**src/rtl/cmd_seq_pkg.sv**
```systemverilog
// cmd_seq_pkg: FSM states, input-decode codes and frame length (CMD_SEQ_GEN_PARITY_EN adds a parity bit)
package cmd_seq_pkg;
  typedef enum logic [1:0] {IDLE, RUN, DONE} state_e;
  localparam logic [2:0] OP_DIRECT = 3'b001;
  localparam logic [2:0] OP_INVERT = 3'b010;
  localparam logic [2:0] OP_DIFF   = 3'b100;
  function automatic int frame_len(input int cmd_w, input int cnt_w);
`ifdef CMD_SEQ_GEN_PARITY_EN
    return cmd_w + cnt_w + 1;
`else
    return cmd_w + cnt_w;
`endif
  endfunction
endpackage

```
**src/rtl/cmd_seq_gen_if.sv**
```systemverilog
// cmd_seq_gen_if: serial command link in, one-hot stage control and status out
interface cmd_seq_gen_if #(
  parameter int NUM_STAGES = 4,
  parameter int CMD_WIDTH  = 8,
  parameter int CNT_WIDTH  = 16
);
  logic                  data_in;
  logic                  strobe_in;
  logic                  abort;
  logic [CMD_WIDTH-1:0]  cmd_type;
  logic [CNT_WIDTH-1:0]  clk_cnt;
  logic [NUM_STAGES-1:0] stage;
  logic                  busy;
  logic                  done;
  logic                  overflow;
  logic                  parity_err;
  modport master (
    output data_in, strobe_in, abort,
    input  cmd_type, clk_cnt, stage, busy, done, overflow, parity_err
  );
  modport slave (
    input  data_in, strobe_in, abort,
    output cmd_type, clk_cnt, stage, busy, done, overflow, parity_err
  );
endinterface

```
**src/rtl/cmd_frame_rx.sv**
```systemverilog
// cmd_frame_rx: decodes and deserialises MSB-first strobed frames; CMD_SEQ_GEN_PARITY_EN adds an odd-parity check
module cmd_frame_rx import cmd_seq_pkg::*; #(
  parameter int          CMD_WIDTH = 8,
  parameter int          CNT_WIDTH = 16,
  parameter logic [2:0]  IN_OP     = OP_DIRECT
) (
  input  logic                 clk,
  input  logic                 rst,
  input  logic                 clr_i,
  input  logic                 data_i,
  input  logic                 strobe_i,
  output logic                 frame_vld_o,
  output logic [CMD_WIDTH-1:0] cmd_o,
  output logic [CNT_WIDTH-1:0] dur_o,
  output logic                 parity_err_o
);
  localparam int FL = frame_len(CMD_WIDTH, CNT_WIDTH);
  localparam int BW = $clog2(FL);
  logic [FL-2:0]        sh_q;
  logic [FL-1:0]        sh_d;
  logic [BW-1:0]        bit_q;
  logic                 prev_q;
  logic                 dec;
  logic                 last;
  logic                 perr;
  logic [CMD_WIDTH-1:0] cmd_d;
  logic [CNT_WIDTH-1:0] dur_d;
  always_comb begin
    dec   = IN_OP == OP_DIRECT ? data_i :
            IN_OP == OP_INVERT ? ~data_i :
            IN_OP == OP_DIFF   ? data_i ^ prev_q : data_i;
    sh_d  = {sh_q, dec};
    last  = bit_q == BW'(FL - 1);
    cmd_d = sh_d[FL-1 -: CMD_WIDTH];
`ifdef CMD_SEQ_GEN_PARITY_EN
    dur_d = sh_d[CNT_WIDTH:1];
    perr  = ~^sh_d;
`else
    dur_d = sh_d[CNT_WIDTH-1:0];
    perr  = 1'b0;
`endif
  end
  always_ff @(posedge clk) begin
    if (rst || clr_i) begin
      sh_q         <= '0;
      bit_q        <= '0;
      prev_q       <= 1'b0;
      frame_vld_o  <= 1'b0;
      parity_err_o <= 1'b0;
      cmd_o        <= '0;
      dur_o        <= '0;
    end else begin
      frame_vld_o  <= strobe_i && last && !perr && dur_d != '0;
      parity_err_o <= strobe_i && last && perr;
      if (strobe_i) begin
        sh_q   <= sh_d[FL-2:0];
        prev_q <= data_i;
        bit_q  <= last ? '0 : bit_q + BW'(1);
      end
      if (strobe_i && last) begin
        cmd_o <= cmd_d;
        dur_o <= dur_d;
      end
    end
  end
endmodule

```
**src/rtl/cmd_seq_gen.sv**
```systemverilog
// cmd_seq_gen: one-deep frame buffer driving NUM_STAGES one-hot stages of D clocks each; CMD_SEQ_GEN_PARITY_EN enables frame parity
module cmd_seq_gen import cmd_seq_pkg::*; #(
  parameter int         NUM_STAGES = 4,
  parameter int         CMD_WIDTH  = 8,
  parameter int         CNT_WIDTH  = 16,
  parameter logic [2:0] IN_OP      = OP_DIRECT,
  parameter bit         OUT_INV    = 1'b0
) (
  input logic           clk,
  input logic           rst,
  cmd_seq_gen_if.slave  bus
);
  state_e                state_q;
  logic                  rx_vld, new_vld_q, pend_vld_q, busy_q, done_q, ovf_q;
  logic [CMD_WIDTH-1:0]  rx_cmd, new_cmd_q, pend_cmd_q, cmd_q;
  logic [CNT_WIDTH-1:0]  rx_dur, new_dur_q, pend_dur_q, dur_q, cnt_q;
  logic [NUM_STAGES-1:0] stage_q;
  logic                  launch, stage_end, last_stage;
  cmd_frame_rx #(.CMD_WIDTH(CMD_WIDTH), .CNT_WIDTH(CNT_WIDTH), .IN_OP(IN_OP)) u_rx (
    .clk          (clk),
    .rst          (rst),
    .clr_i        (bus.abort),
    .data_i       (bus.data_in),
    .strobe_i     (bus.strobe_in),
    .frame_vld_o  (rx_vld),
    .cmd_o        (rx_cmd),
    .dur_o        (rx_dur),
    .parity_err_o (bus.parity_err)
  );
  assign launch     = pend_vld_q || new_vld_q;
  assign stage_end  = cnt_q == dur_q - CNT_WIDTH'(1);
  assign last_stage = stage_q[NUM_STAGES-1];
  always_ff @(posedge clk) begin
    if (rst || bus.abort) begin
      new_vld_q <= 1'b0;
      new_cmd_q <= '0;
      new_dur_q <= '0;
    end else begin
      new_vld_q <= rx_vld;
      new_cmd_q <= rx_cmd;
      new_dur_q <= rx_dur;
    end
  end
  always_ff @(posedge clk) begin
    if (rst) begin
      state_q    <= IDLE;
      busy_q     <= 1'b0;
      done_q     <= 1'b0;
      ovf_q      <= 1'b0;
      stage_q    <= '0;
      cnt_q      <= '0;
      cmd_q      <= '0;
      dur_q      <= '0;
      pend_vld_q <= 1'b0;
      pend_cmd_q <= '0;
      pend_dur_q <= '0;
    end else if (bus.abort) begin
      state_q    <= IDLE;
      busy_q     <= 1'b0;
      done_q     <= 1'b0;
      stage_q    <= '0;
      cnt_q      <= '0;
      pend_vld_q <= 1'b0;
    end else begin
      done_q <= 1'b0;
      case (state_q)
        IDLE, DONE: begin
          state_q    <= launch ? RUN : IDLE;
          busy_q     <= launch;
          stage_q    <= launch ? NUM_STAGES'(1) : '0;
          cnt_q      <= '0;
          pend_vld_q <= pend_vld_q && new_vld_q;
          if (launch) begin
            cmd_q <= pend_vld_q ? pend_cmd_q : new_cmd_q;
            dur_q <= pend_vld_q ? pend_dur_q : new_dur_q;
          end
          if (new_vld_q) begin
            pend_cmd_q <= new_cmd_q;
            pend_dur_q <= new_dur_q;
          end
        end
        RUN: begin
          if (new_vld_q && pend_vld_q) ovf_q <= 1'b1;
          if (new_vld_q && !pend_vld_q) begin
            pend_vld_q <= 1'b1;
            pend_cmd_q <= new_cmd_q;
            pend_dur_q <= new_dur_q;
          end
          cnt_q <= stage_end ? '0 : cnt_q + CNT_WIDTH'(1);
          if (stage_end) begin
            stage_q <= last_stage ? '0 : stage_q << 1;
            state_q <= last_stage ? DONE : RUN;
            busy_q  <= !last_stage;
            done_q  <= last_stage;
          end
        end
        default: state_q <= IDLE;
      endcase
    end
  end
  assign bus.cmd_type = cmd_q;
  assign bus.clk_cnt  = cnt_q;
  assign bus.stage    = stage_q ^ {NUM_STAGES{OUT_INV}};
  assign bus.busy     = busy_q;
  assign bus.done     = done_q;
  assign bus.overflow = ovf_q;
endmodule

```
**src/flat_wrapper.sv**
```systemverilog
// flat-port wrapper written by rule: the top's interface ports become plain ports
module cmd_seq_gen_flat import cmd_seq_pkg::*;
#(
  parameter int         NUM_STAGES = 4,
  parameter int         CMD_WIDTH  = 8,
  parameter int         CNT_WIDTH  = 16,
  parameter logic [2:0] IN_OP      = OP_DIRECT,
  parameter bit         OUT_INV    = 1'b0
)
  (clk, rst, bus_data_in, bus_strobe_in, bus_abort, bus_cmd_type, bus_clk_cnt, bus_stage, bus_busy, bus_done, bus_overflow, bus_parity_err);
  cmd_seq_gen_if #(.NUM_STAGES(NUM_STAGES), .CMD_WIDTH(CMD_WIDTH), .CNT_WIDTH(CNT_WIDTH)) bus_i ();
  input logic clk;
  input logic rst;
  input wire logic [$bits(bus_i.data_in)-1:0] bus_data_in;
  input wire logic [$bits(bus_i.strobe_in)-1:0] bus_strobe_in;
  input wire logic [$bits(bus_i.abort)-1:0] bus_abort;
  output wire logic [$bits(bus_i.cmd_type)-1:0] bus_cmd_type;
  output wire logic [$bits(bus_i.clk_cnt)-1:0] bus_clk_cnt;
  output wire logic [$bits(bus_i.stage)-1:0] bus_stage;
  output wire logic [$bits(bus_i.busy)-1:0] bus_busy;
  output wire logic [$bits(bus_i.done)-1:0] bus_done;
  output wire logic [$bits(bus_i.overflow)-1:0] bus_overflow;
  output wire logic [$bits(bus_i.parity_err)-1:0] bus_parity_err;
  assign bus_i.data_in = bus_data_in;
  assign bus_i.strobe_in = bus_strobe_in;
  assign bus_i.abort = bus_abort;
  assign bus_cmd_type = bus_i.cmd_type;
  assign bus_clk_cnt = bus_i.clk_cnt;
  assign bus_stage = bus_i.stage;
  assign bus_busy = bus_i.busy;
  assign bus_done = bus_i.done;
  assign bus_overflow = bus_i.overflow;
  assign bus_parity_err = bus_i.parity_err;
  cmd_seq_gen #(.NUM_STAGES(NUM_STAGES), .CMD_WIDTH(CMD_WIDTH), .CNT_WIDTH(CNT_WIDTH), .IN_OP(IN_OP), .OUT_INV(OUT_INV)) u_core (.clk(clk), .rst(rst), .bus(bus_i));
endmodule
```
**config.mk**
```make
export PLATFORM = sky130hd
export DESIGN_NAME = cmd_seq_gen_flat
export DESIGN_NICKNAME = d
export VERILOG_FILES = /design/src/rtl/cmd_seq_pkg.sv /design/src/rtl/cmd_seq_gen_if.sv /design/src/rtl/cmd_frame_rx.sv /design/src/rtl/cmd_seq_gen.sv /design/src/flat_wrapper.sv
export SDC_FILE = /design/constraint.sdc
export NUM_CORES = 1
export LEC_CHECK = 0
export ABC_AREA = 1
export ABC_CLOCK_PERIOD_IN_PS = 2500
export BUFFER_PORTS_ARGS = -buffer_cell sky130_fd_sc_hd__buf_2
export CAP_MARGIN = 10
export CELL_PAD_IN_SITES_DETAIL_PLACEMENT = 1
export CELL_PAD_IN_SITES_GLOBAL_PLACEMENT = 2
export CORE_UTILIZATION = 35
export DETAILED_ROUTE_END_ITERATION = 6
export GPL_TIMING_DRIVEN = 0
export PLACE_DENSITY_LB_ADDON = 0.1
export SYNTH_ARGS = -nofsm -noshare
export SYNTH_HDL_FRONTEND = slang
export SYNTH_HIERARCHICAL = 1
export SYNTH_SLANG_ARGS = --single-unit
```
**constraint.sdc**
```tcl
create_clock -name clk -period 2.5 [get_ports clk]
set_input_delay 0.625 -clock clk [delete_from_list [all_inputs] [get_ports clk]]
set_output_delay 0.625 -clock clk [all_outputs]
set_load 0.02 [all_outputs]
```
==> impl_metrics.tcl <==
set metrics [dict create \
    report.final.setup_viol 0 \
    critPathBufInv 4 \
    post_drt_wl_per_cell_um 14.9 \
    antenna_found_initial 0 \
    globalRouteOverflowTotal 0 \
    post_layout_nonfiller_instances 1223 \
    h_tree_lvls 4 \
    dieArea_mm2 0.0197 \
    cts.hold.buffers_added 0 \
    placeableCoreArea_mm2 0.0188 \
    synth_warnings 6 \
    top_level_ports 37 \
    report.power.total_uw 5430 \
    route.vias.total 5856 \
    power.switching_fraction 0.230 \
    remaining_drc_errors 0 \
    effective_utilization_at_floorplan 0.358 \
    timing.critical_path.from_type "input pin" \
    route.final.wire_length_mm 18.2 \
    cts.root.buffer_cell "clkbuf_16" \
    synth_ff_type "dfxtp_1" \
    synth_cells 922 \
    yosysTopAreaCell "dfxtp_1" \
    largest_cells_by_area_after_synthesis "dfxtp_1, nand2_1, inv_1" \
    synth_area_per_cell_um2 7.28 \
    detailed_place_hpwl_mm 14.0 \
    worst-path-max-fanout 10 \
    post_route_setup_slack_ns 0.186 \
    max-cap-violations 0 \
    timing.critical_path.mode_cell "clkbuf_1" \
    seqPwrFrac 0.450 \
    ir_drop_mv 0.434 \
    critical-path-top-delay-family "buffers and inverters" \
    fmax_mhz 432 \
    clkTransAtPathRegs_ns 0.06 \
    gpl_congestion 0.843 \
    hold_path.class "reg2reg" \
    grt_util_all_layers 0.197 \
    netlist_area_mm2 0.00672 \
    antennaDiodeCount 0 \
    number_of_pins_exceeding_their_max_slew_limit_in_the_final_report 0 \
    p_leak_uw 0.00307 \
    place.detailed.instances 1191 \
    post_route_cells_drive_above_1_share 0.126 \
    share_clk_of_total_power 0.528 \
    clk_latency_ns 0.43 \
    synth.net_count 930 \
    area_share_of_the_largest_cell_type_after_synthesis 0.453 \
    synth-seq-cells 152 \
    final_core_util 0.418 \
    number_of_buffers_created_by_cts 17 \
    worstSetupEndpointType "flop" \
    net-switching-power_uw 1250 \
    yosysUniqueCellTypes 37 \
    synth_edf_count 0 \
    worstHoldPathCells 2 \
    worst_skew_ns 0.0135 \
    largest_net_degree_at_the_start_of_global_routing 17 \
    critPathRequiredTime_ns 2.84 \
    number_of_detailed_route_iterations_in_the_first_pass 5 \
    placement.setup.worst_slack_ns -0.350 \
    grt_pass1_wl_mm 30.1 \
    hold_violations 0 \
    drt_iter0_drc 172 \
    die_height_um 141 \
    post_drt_via_cell_ratio 4.79 \
    max_slew_margin 0.511 \
    grt_pass1_vias 5917 \
    tritoncts "done" \
    chipWidth_um 141 \
    crit_path_cell_trace "buf_2 -> clkbuf_1 -> nor2_2 -> clkinv_1 -> clkbuf_1 -> a21oi_1" \
    worst-slew-pin-transition_ns 0.734 \
    synth.yosys.seq_area_share 0.453 \
    rsz0062_at_grt "no" \
    cts-root-to-sink-buffers 2 \
    critPathSlowestCell "clkinv_1" \
    worst-endpoint-arrival_ns 2.66 \
    final_period_minus_worst_setup_slack_ns 2.31 \
    port-buffer-count 35 \
    finalCritPeriodShare 0.926 \
    postRouteAntennaNets 0 \
    outcome "finished clean" \
    timing_worst_setup_path_type "in2reg" \
    worst-path-stages 6 \
    cellInternalPower_uw 4180 \
    ff2ff_path_depth 15 \
    layout_commonest_cell "nand2_1" \
    post_cts_resize_count 0 \
    critical-path-max-stage-delay_ns 0.57 \
    layout_common_cells "nand2_1, dfxtp_1, inv_1" \
    synth-async-reset-ratio 0 \
    final_nets 984 \
    placementRows 50 \
    comb_power_share 0.022 \
    clock-sinks 152 \
    post_cts_buffers 0 \
    area_growth_syn_to_layout_pct 16.8 \
    tns_ns 0 \
    cellPowerDensity_mw_per_mm2 693 \
]
-- worst min-delay path, cell delays in order (launching register included) --
cell,delay [ns]
dfxtp_1,0.31
inv_1,0.05
nor2_1,0.03
-- synth_stat cells, types with 2 or more instances --
master / count
nand2_1: 194
dfxtp_1: 152
inv_1: 104
nor2_1: 98
a21oi_1: 70
nand3_1: 66
o21ai_0: 44
clkbuf_1: 27
o21ai_1: 23
nor2_2: 21
a211oi_1: 18
xor2_1: 14
buf_2: 10
nand3b_1: 10
nor3_1: 10
nand2_2: 9
xnor2_1: 8
nand4_1: 7
nor2_4: 6
a31oi_1: 3
clkinv_1: 3
ha_1: 3
nand2_8: 3
buf_1: 2
buf_4: 2
inv_2: 2
nand3_2: 2
nor4_1: 2
-- sequential cells by signal (all words and copies together), names as in the netlist, 5 cells and up --
name and cells:
u_core/new_cmd_q 8, u_core/u_rx/sh_q 23, u_core/pend_cmd_q 8, u_core/bus.cmd_type 8, u_core/bus.clk_cnt 16, u_core/new_dur_q 16, u_core/dur_q 16, u_core/u_rx/dur_o 16
u_core/u_rx/bit_q 5, u_core/pend_dur_q 16, u_core/u_rx/cmd_o 8
-- layout make-up --
class | instances | area [µm²]
plain buffers | 41 | 174
clock buffers | 17 | 425
clock inverters | 15 | 231
fillers | 2345 | 10900
inverters | 109 | 409
multi-input cells | 620 | 3090
flip-flops and latches | 152 | 3040
well taps | 234 | 293
repair buffers | 35 | 175
-- logic make-up after synthesis --
| kind of cell | after synthesis | share of synthesized area |
|---|---|---|
| xor gates and xnor gates | 22 | 0.0287 |
| buffers and inverters | 150 | 0.0868 |
| other | 1 | 0.000558 |
| adders and majority gates | 3 | 0.00559 |
| DFF | 152 | 0.453 |
| and+or+nand+nor | 431 | 0.295 |
| AOI/OAI and AO/OA | 163 | 0.131 |
-- routing by layer --
layer / vias up / routed length (µm) / global-route usage
met5: - / 0 / 0
met4: 0 / 362 / 0.0721
met3: 21 / 379 / 0.0373
met2: 60 / 9260 / 0.351
met1: 2714 / 8230 / 0.234
li1: 3061 / - / -
-- power by group through the flow --
stage,Combinational [µW],Clock [µW],Sequential [µW]
floorplan,78.9,0,2500
global placement,122,0,2500
detailed placement,123,0,2500
CTS,124,2950,2440
global route,135,3040,2440
finish,120,2870,2440
-- metrics by stage --
stage / area, µm² / hold slack [ns]
floorplan: 6720 / 0.394
global placement: 7180 / 0.419
detailed placement: 7180 / 0.421
CTS: 7840 / 0.433
global route: 7840 / 0.446
finish: 7840 / 0.433
-- path summary, 6_finish.rpt --
kind,startpoint,to,slack (ns)
setup / recovery,rst,u_core/bus.clk_cnt[13],0.19
hold / removal,u_core/u_rx/dur_o[7],u_core/new_dur_q[7],0.43
setup reg to reg,u_core/dur_q[0],u_core/bus.clk_cnt[8],0.27
hold reg to reg,u_core/u_rx/dur_o[7],u_core/new_dur_q[7],0.43
Note: power is estimated with default switching activity, not from simulation.
